<file path="src/rtl/cpu_trace_pkg.sv">
// Shared definitions for the CPU commit-trace monitor: run-state encodings
// and the layout of one trace record {cycle, pc, inst, alu_out, zero}.
package cpu_trace_pkg;

  typedef enum logic [1:0] {
    ST_IDLE    = 2'b00,
    ST_RUN     = 2'b01,
    ST_DONE    = 2'b10,
    ST_TIMEOUT = 2'b11
  } state_t;

  // Total record width for a given datapath and counter width.
  function automatic int rec_w(input int xlen, input int cnt_w);
    return cnt_w + 3 * xlen + 1;
  endfunction

  // Bit offsets (LSB position) of each record field.
  function automatic int off_zero();
    return 0;
  endfunction

  function automatic int off_alu();
    return 1;
  endfunction

  function automatic int off_inst(input int xlen);
    return 1 + xlen;
  endfunction

  function automatic int off_pc(input int xlen);
    return 1 + 2 * xlen;
  endfunction

  function automatic int off_cycle(input int xlen);
    return 1 + 3 * xlen;
  endfunction

  // Record width for the default 32-bit core with 16-bit counters.
  localparam int REC_W = rec_w(32, 16);

endpackage

</file>
<file path="src/rtl/cpu_trace_monitor_fifo.sv">
// trace_fifo: first-word fall-through FIFO holding trace records.
// Pointers carry one extra wrap bit so full and empty are distinguishable;
// both flags are registered from the next-pointer values.
module trace_fifo #(
  parameter int WIDTH = 8,
  parameter int DEPTH = 16
) (
  input  logic             CLK,
  input  logic             rst,
  input  logic             flush,
  input  logic             push,
  input  logic             pop,
  input  logic [WIDTH-1:0] din,
  output logic [WIDTH-1:0] dout,
  output logic             full,
  output logic             empty
);

  localparam int AW = $clog2(DEPTH);

  logic [AW:0]      wr_q, rd_q, wr_d, rd_d;
  logic             do_push, do_pop;
  logic [WIDTH-1:0] mem [DEPTH];

  assign do_pop  = pop && !empty;
  assign do_push = push && (!full || do_pop);
  assign dout    = mem[rd_q[AW-1:0]];

  // Next pointer values; flush returns both pointers to the origin.
  always_comb begin
    wr_d = wr_q;
    rd_d = rd_q;
    if (flush) begin
      wr_d = '0;
      rd_d = '0;
    end else begin
      if (do_push) wr_d = wr_q + (AW+1)'(1);
      if (do_pop)  rd_d = rd_q + (AW+1)'(1);
    end
  end

  // Pointer and status-flag registers.
  always_ff @(posedge CLK or negedge rst) begin
    if (!rst) begin
      wr_q  <= '0;
      rd_q  <= '0;
      empty <= 1'b1;
      full  <= 1'b0;
    end else begin
      wr_q  <= wr_d;
      rd_q  <= rd_d;
      empty <= (wr_d == rd_d);
      full  <= (wr_d[AW] != rd_d[AW]) && (wr_d[AW-1:0] == rd_d[AW-1:0]);
    end
  end

  // Record storage; data is not reset.
  always_ff @(posedge CLK) begin
    if (do_push && !flush) mem[wr_q[AW-1:0]] <= din;
  end

endmodule

</file>
<file path="src/rtl/cpu_trace_monitor.sv">
// cpu_trace_monitor: run controller and commit-trace capture for the
// single-cycle CPU. Captures one record per RUN cycle, ends the run on a
// PC self-loop (DONE) or a cycle budget (TIMEOUT), and drains records over
// a valid/ready port. Optional ALU signature: define CPU_TRACE_SIGNATURE_EN.
module cpu_trace_monitor
  import cpu_trace_pkg::*;
#(
  parameter int XLEN        = 32,
  parameter int DEPTH       = 16,
  parameter int CNT_W       = 16,
  parameter int MAX_CYCLES  = 15,
  parameter int HALT_CYCLES = 3
) (
  input  logic                             CLK,
  input  logic                             rst,
  input  logic                             start,
  input  logic [XLEN-1:0]                  pc,
  input  logic [XLEN-1:0]                  inst,
  input  logic [XLEN-1:0]                  alu_out,
  input  logic                             zero,
  output logic                             trace_valid,
  input  logic                             trace_ready,
  output logic [rec_w(XLEN, CNT_W)-1:0]    trace_data,
  output logic [1:0]                       state,
  output logic [CNT_W-1:0]                 cycle_cnt,
  output logic                             overflow,
  output logic [CNT_W-1:0]                 drop_cnt,
  output logic [XLEN-1:0]                  sig
);

  localparam int RW = rec_w(XLEN, CNT_W);

  state_t            state_q, state_d;
  logic [XLEN-1:0]   prev_pc_q;
  logic [CNT_W-1:0]  stable_q;
  logic              first_q;
  logic              run, start_ok, pop, push, drop;
  logic              halt_hit, timeout_hit;
  logic              fifo_full, fifo_empty;
  logic [RW-1:0]     rec;

  assign run         = (state_q == ST_RUN);
  assign start_ok    = start && !run;
  assign pop         = trace_valid && trace_ready;
  // A full FIFO still accepts a record when the head leaves the same cycle.
  assign push        = run && (!fifo_full || pop);
  assign drop        = run && fifo_full && !pop;
  assign rec         = {cycle_cnt, pc, inst, alu_out, zero};
  assign halt_hit    = run && !first_q && (pc == prev_pc_q) &&
                       (stable_q == CNT_W'(HALT_CYCLES - 1));
  assign timeout_hit = run && (cycle_cnt == CNT_W'(MAX_CYCLES - 1));
  assign trace_valid = !fifo_empty;
  assign state       = state_q;

  trace_fifo #(
    .WIDTH (RW),
    .DEPTH (DEPTH)
  ) u_fifo (
    .CLK   (CLK),
    .rst   (rst),
    .flush (start_ok),
    .push  (push),
    .pop   (pop),
    .din   (rec),
    .dout  (trace_data),
    .full  (fifo_full),
    .empty (fifo_empty)
  );

  // Run-state register.
  always_ff @(posedge CLK or negedge rst) begin
    if (!rst) state_q <= ST_IDLE;
    else      state_q <= state_d;
  end

  // Next run state; halt takes priority over timeout in the same cycle.
  always_comb begin
    state_d = state_q;
    if (start_ok)         state_d = ST_RUN;
    else if (halt_hit)    state_d = ST_DONE;
    else if (timeout_hit) state_d = ST_TIMEOUT;
  end

  // Cycle/drop counters and PC self-loop tracking.
  always_ff @(posedge CLK or negedge rst) begin
    if (!rst) begin
      cycle_cnt <= '0;
      drop_cnt  <= '0;
      overflow  <= 1'b0;
      prev_pc_q <= '0;
      stable_q  <= '0;
      first_q   <= 1'b0;
    end else if (start_ok) begin
      cycle_cnt <= '0;
      drop_cnt  <= '0;
      overflow  <= 1'b0;
      stable_q  <= '0;
      first_q   <= 1'b1;
    end else if (run) begin
      cycle_cnt <= cycle_cnt + CNT_W'(1);
      if (drop) begin
        overflow <= 1'b1;
        if (drop_cnt != {CNT_W{1'b1}}) drop_cnt <= drop_cnt + CNT_W'(1);
      end
      first_q   <= 1'b0;
      prev_pc_q <= pc;
      if (first_q)               stable_q <= '0;
      else if (pc == prev_pc_q)  stable_q <= stable_q + CNT_W'(1);
      else                       stable_q <= '0;
    end
  end

`ifdef CPU_TRACE_SIGNATURE_EN
  // Rotate-and-xor signature of every ALU result seen during RUN.
  always_ff @(posedge CLK or negedge rst) begin
    if (!rst)          sig <= '0;
    else if (start_ok) sig <= '0;
    else if (run)      sig <= {sig[XLEN-2:0], sig[XLEN-1]} ^ alu_out;
  end
`else
  assign sig = '0;
`endif

endmodule

</file>
<file path="config.mk">
export PLATFORM = sky130hd
export DESIGN_NAME = cpu_trace_monitor
export DESIGN_NICKNAME = d
export VERILOG_FILES = /design/src/rtl/cpu_trace_pkg.sv /design/src/rtl/cpu_trace_monitor_fifo.sv /design/src/rtl/cpu_trace_monitor.sv
export SDC_FILE = /design/constraint.sdc
export NUM_CORES = 1
export LEC_CHECK = 0
export CAP_MARGIN = 0
export CORE_MARGIN = 2
export CORE_UTILIZATION = 25
export CTS_CLUSTER_SIZE = 28
export DETAILED_ROUTE_END_ITERATION = 8
export GPL_TIMING_DRIVEN = 0
export RECOVER_POWER = 100
export SLEW_MARGIN = 25
export SYNTH_ARGS = -nofsm -noshare
export SYNTH_HDL_FRONTEND = slang
export SYNTH_HIERARCHICAL = 1
export SYNTH_SLANG_ARGS = --single-unit
</file>
<file path="constraint.sdc">
create_clock -name CLK -period 15.4 [get_ports CLK]
set_input_delay 2.31 -clock CLK [delete_from_list [all_inputs] [get_ports CLK]]
set_output_delay 2.31 -clock CLK [all_outputs]
set_load 0.05 [all_outputs]
</file>
==> reports/metrics.cfg, run 1 <==
[timing]
relSlewSlack_pct = -122
finalCritPeriodShare_pct = 63.7
hold_violations = 0
fmax_mhz = 102
period_minus_slack_ns = 9.82
worstMarginPinSlew_ns = 3.34
rsz0062_at_grt = no
setup_viol = 0
maxSlewViolCount = 139
clock_skew_ns = 0.0484

[die]
rows = 198
die-area_sq_um = 297000
chipHeight_microns = 545
io_pins = 282
core_area_sq_um = 291000
die_x_microns = 545
initial_utilization_pct = 25.1

[layout]
drive_gt1_share_pct = 22.8
areaGrowthSynthToFinish_pct = 19.0
layout.nets = 3881
instances_no_fill = 7830
fin_area_sq_um = 87200
fill_cells = 28300

[global_routing]
antenna_found_initial = 89
grt_pass1_wl_microns = 282000
grt_max_degree = 56
grt_pass1_vias = 36200
grt-ovfl-total = 0
globalRouteTotalUtil_pct = 13.3

[synthesis]
yosysWarnings = 6
synth_top_cells_by_area = edfxtp_1, mux4_2, dfrtp_1, mux4_1, nand2_1
seq_area_frac_synth_pct = 77.4
ys_ff_latch = 1904
synth_cells = 3102
synth-edff-count = 1808
synth_top_area_share_pct = 74.1
synth_cell_type_count = 56
synthesis.area_sq_um = 73300
syn_area_per_cell_sq_um = 23.6
post-synth-top-area-cell = edfxtp_1
synth-main-ff-cell = edfxtp_1
synth-async-reset-ratio_pct = 5.04

[pwr]
power.density_nw_per_um2 = 207
p_leak_nw = 27.2
ir_worst_vdd_v = 0.000218

[critical_path]
path_cells = dlygate4sd3_1, nand2_1, clkinv_1, clkbuf_1, inv_1, and2_0, nand2_1, nor2_1, clkbuf_1, clkbuf_1, clkbuf_1, clkbuf_1, clkbuf_1
critPathBufInv = 9
crit_fanout = 15
path_common_cell = clkbuf_1
critPathTopFamily = buffers and inverters
arrival_ns = 10.26
required_ns = 15.85
start_kind = input port
cp_slowest_cell = clkbuf_1
cpPeakStageDelay_ns = 1.09
end_kind = register
critPathKind = input port to register

[clock_network]
insertion_delay_ns = 0.83
cts.sinks = 1904
holdBufCountCts = 0
cts.clk_slew.worst_paths_ns = 0.06
cts-resized-gates = 0
cts_setup_buffers = 0
clock_tree.htree_level_count = 4
clock_path_buffers = 4
cts_buffers = 185
clockRootBuffer = clkbuf_16
cts_tree = yes

[placement]
place_hpwl_microns = 136000
dpl_cell_area_sq_um = 84400
placed_cells = 7483
gp_congestion = 0.717
portBuffers = 249

[route]
wirelength_microns = 203000
wire_per_inst_microns = 25.9
vias_per_cell = 4.58
routed-via-count = 35900
drc = 0
drt_iter0_drc = 3724
firstDrtPassIters = 7
antenna_left = 0

[run_status]
violations = capacitance limit, slew limit
status = finished, violations left

[flow_run]
cap_viol_max_count = 7

[min_path]
hold_class = register to register

## worst paths after layout
| kind | slack [ns] | start | end | cells past startpoint |
|---|---|---|---|---|
| min | 0.50 | first_q$_DFFE_PN0P_ | first_q$_DFFE_PN0P_ | 2 |
| max in group asynchronous | 9.14 | rst | prev_pc_q[0]$_DFFE_PN0P_ | 2 |
| min reg2reg | 0.50 | first_q$_DFFE_PN0P_ | first_q$_DFFE_PN0P_ | 2 |
| max | 5.58 | start | u_fifo/mem[13][25]$_DFFE_PP_ | 13 |
| max reg2reg | 6.49 | state[1]$_DFFE_PN0P_ | u_fifo/mem[13][25]$_DFFE_PP_ | 14 |
| min in group asynchronous | 2.63 | rst | drop_cnt[11]$_DFFE_PN0P_ | 1 |
## through the flow
| step | setup TNS [ns] | utilization, % | hold WS [ns] | setup slack, ns | total power [mW] |
|---|---|---|---|---|---|
| global placement | -6278.40 | 27.7 | 0.484 | -9.16 | 14.4 |
| detailed placement | 0 | 29.0 | 0.484 | 8.42 | 14.5 |
| CTS | 0 | 30.9 | 0.499 | 8.22 | 18.9 |
| finish | 0 | 29.9 | 0.496 | 5.58 | 18.0 |
| floorplan | 0 | - | 0.456 | 3.73 | 11.4 |
| global route | 0 | 29.9 | 0.518 | 5.24 | 18.7 |
## final cells by class
class | instances | area (sq um) | area share, %
tap | 3900 | 4880 | 5.60
multi-input combinational | 1039 | 15600 | 17.9
inverter | 10 | 37.5 | 0.0431
sequential | 1904 | 56700 | 65.0
clock inverter | 81 | 617 | 0.708
antenna | 26 | 65.1 | 0.0746
clock buffer | 240 | 4960 | 5.69
buffer | 180 | 1080 | 1.24
timing repair buffer | 450 | 3260 | 3.75
## cells in the final DEF (no fill, tap or decap), types with 19 or more instances in the layout
master	instances
dlygate4sd3_1	238
conb_1	32
mux4_2	544
edfxtp_1	1808
mux4_1	21
nand2_1	137
dfrtp_1	95
clkinv_2	21
clkbuf_1	314
diode_2	26
nor2_1	40
xor2_1	38
o21ai_0	19
clkinv_1	40
clkbuf_16	190
buf_4	66
## tightest hold or removal path, delay by kind of cell (launching register included)
family | cells | cell delay [ns]
flops | 1 | 0.34
simple gates | 2 | 0.12
## sequential cells by signal (all words and copies together), names as in the netlist
name and flops:
cycle_cnt 16, drop_cnt 16, first_q 1, overflow 1, prev_pc_q 32, stable_q 16, state 2, u_fifo/empty 1
u_fifo/full 1, u_fifo/mem 1808, u_fifo/rd_q 5, u_fifo/wr_q 5
## report_power, final
group          internal, mW  switching [mW]
Sequential             6.67           0.230
Clock                  2.40            1.90
Combinational          2.44            4.39
Total                  11.5            6.52
## cell families after synthesis
kind of cell             count (synthesis)  synth area share, %
flip-flops                            1904                 77.4
multiplexers                           575                 17.6
AND/OR/NAND/NOR                        282                 1.83
buffers and inverters                  190                 1.53
AO/OA/AOI/OAI                           84                0.794
XOR/XNOR                                56                0.669
adder cells (fa/ha/maj)                 10                0.171
other                                    1              0.00512
## Yosys cell counts, drive strengths merged (2+ instances only)
cell type,n
a21o,13
a211oi,2
nand2,137
nor4b,3
mux4,565
ha,10
and4,5
nor4,10
and3,6
inv,9
o31ai,8
or2,4
a21oi,11
and2,2
o211ai,7
nor2b,3
clkbuf,58
dfrtp,95
nor2,40
xnor2,18
nand4,17
nand3,16
or4,5
nor3,12
a22o,2
edfxtp,1808
a2111oi,13
buf,122
or3,8
xor2,38
nand3b,2
o21ai,19
mux2i,9
nand2b,9
a31oi,3
## layer usage
metal	part of all wire [%]	track usage (%)	vias up
met5	0.059	0	-
met4	2.6	3.10	20
met3	7.4	2.85	361
met2	48	21.9	1405
met1	42	17.8	19600
li1	-	-	14500
(Power assumes the default switching activity.)
==> run 2, diff against run 1 <==
==> constraint.sdc (replaced) <==
create_clock -name CLK -period 9.8 [get_ports CLK]
set_input_delay 1.47 -clock CLK [delete_from_list [all_inputs] [get_ports CLK]]
set_output_delay 1.47 -clock CLK [all_outputs]
set_load 0.05 [all_outputs]
==> reports/metrics.cfg, run 2 (synthesized netlist as in run 1, its figures left out) <==
[critical_path]
start_kind = register
end_kind = primary output
critPathKind = register to primary output
reg2reg_from = state[1]$_DFFE_PN0P_
crit_fanout = 11
rr_worst_depth = 13
crit_start = u_fifo/rd_q[1]$_DFF_PN0_
arrival_ns = 6.52
required_ns = 8.33

[layout]
mostFrequentLayoutCell = edfxtp_1
final_cell_mix = edfxtp_1, mux4_2, clkbuf_1
layout.nets = 3853
drive_gt1_share_pct = 24.2
fin_area_sq_um = 87800
areaGrowthSynthToFinish_pct = 19.9
utilization_pct = 30.1
largest_register_ffs = 1808

[timing]
rsz0062_at_grt = no
clock_skew_ns = 0.0642
hold_violations = 0
relSlewSlack_pct = -125
whs_ns = 0.498
maxSlewViolCount = 202
setup_viol = 0
tns_ns = 0
worstMarginPinSlew_ns = 3.37
period_minus_slack_ns = 7.99
finalCritPeriodShare_pct = 81.5
fmax_mhz = 125

[clock_network]
clock_tree.htree_level_count = 4
cts.sinks = 1904
cts_buffers = 190
cts.clk_slew.worst_paths_ns = 0.06
holdBufCountCts = 0
cts_tree = yes
cts-resized-gates = 0
clockRootBuffer = clkbuf_16
clock_path_buffers = 4
insertion_delay_ns = 0.85
cts_setup_buffers = 0

[route]
wirelength_microns = 205000
routed-via-count = 36000
vias_per_cell = 4.60
firstDrtPassIters = 5
antenna_left = 0
wire_per_inst_microns = 26.3
drt_iter0_drc = 3925
drc = 0

[min_path]
hold_class = register to register
min_from = prev_pc_q[27]$_DFFE_PN0P_
hold_depth = 2

[global_routing]
grt_max_degree = 55
antenna_found_initial = 86
grt_pass1_vias = 36400
grt_pass1_wl_microns = 285000
globalRouteTotalUtil_pct = 13.4
grt-ovfl-total = 0

[die]
initial_utilization_pct = 25.1
die_x_microns = 545
core_area_sq_um = 291000
rows = 198
die-area_sq_um = 297000
chipHeight_microns = 545
io_pins = 282

[pwr]
ir_worst_vdd_v = 0.000283
p_leak_nw = 27.5
power.density_nw_per_um2 = 328

[flow_run]
cap_viol_max_count = 13

[placement]
portBuffers = 249
place_hpwl_microns = 138000
dpl_cell_area_sq_um = 84500
gp_congestion = 0.724

[run_status]
status = finished, violations left
violations = capacitance limit, slew limit

[run 2: cell count changes in the layout (fill, tap and decap cells not counted), sizes merged]
| cell | previous run | this run |
|---|---|---|
| clkinv | 64 | 61 |
| clkbuf | 509 | 468 |
| bufinv | 8 | 14 |
| clkdlybuf4s50 | 10 | 9 |
| dlygate4sd3 | 238 | 239 |
| inv | 13 | 15 |
| clkinvlp | 6 | 11 |
| diode | 26 | 28 |
| buf | 113 | 126 |
[run 2: critical path, cell delays in order (launching register included)]
cell,delay (ns)
dfrtp_1,0.35
clkbuf_1,0.15
clkbuf_1,1.27
clkbuf_1,1.18
clkbuf_1,0.83
mux4_1,0.44
mux4_2,0.62
dlygate4sd3_1,0.82
[run 2: layout make-up]
type                            count  area (sq um)
Inverter                           10          37.5
Timing Repair Buffer              417          3490
Antenna cell                       28          70.1
Buffer                            180          1080
Sequential cell                  1904         56700
Multi-Input combinational cell   1039         15600
Clock inverter                     91           903
Clock buffer                      245          5100
Tap cell                         3900          4880
Fill cell                       28100        204000
[run 2: final timing paths]
| kind | to | slack (ns) |
|---|---|---|
| max | trace_data[94] | 1.81 |
| min | prev_pc_q[27]$_DFFE_PN0P_ | 0.50 |
| max reg2reg | u_fifo/mem[15][51]$_DFFE_PP_ | 1.98 |
| min reg2reg | prev_pc_q[27]$_DFFE_PN0P_ | 0.50 |
| max in group asynchronous | prev_pc_q[27]$_DFFE_PN0P_ | 4.44 |
| min in group asynchronous | state[1]$_DFFE_PN0P_ | 1.80 |
[run 2: stage by stage]
step	cells	total power [mW]	setup slack [ns]
detailed placement	7450	22.9	3.95
global placement	7282	22.6	-6.96
global route	7800	29.9	1.73
CTS	7786	30.1	3.39
floorplan	3133	17.9	2.00
finish	7814	28.8	1.81
[run 2: report_power, final]
group	switching (mW)	internal [mW]
sequential	0.363	10.5
combinational	6.91	3.89
clock	3.08	4.05
[run 2: layer usage]
layer	part of all wire, %	up-vias	track usage, %
met2	49	1465	22.2
met4	2.1	24	3.34
met5	0.076	-	0
met1	40	19600	17.6
met3	8.3	348	3.36
li1	-	14500	-
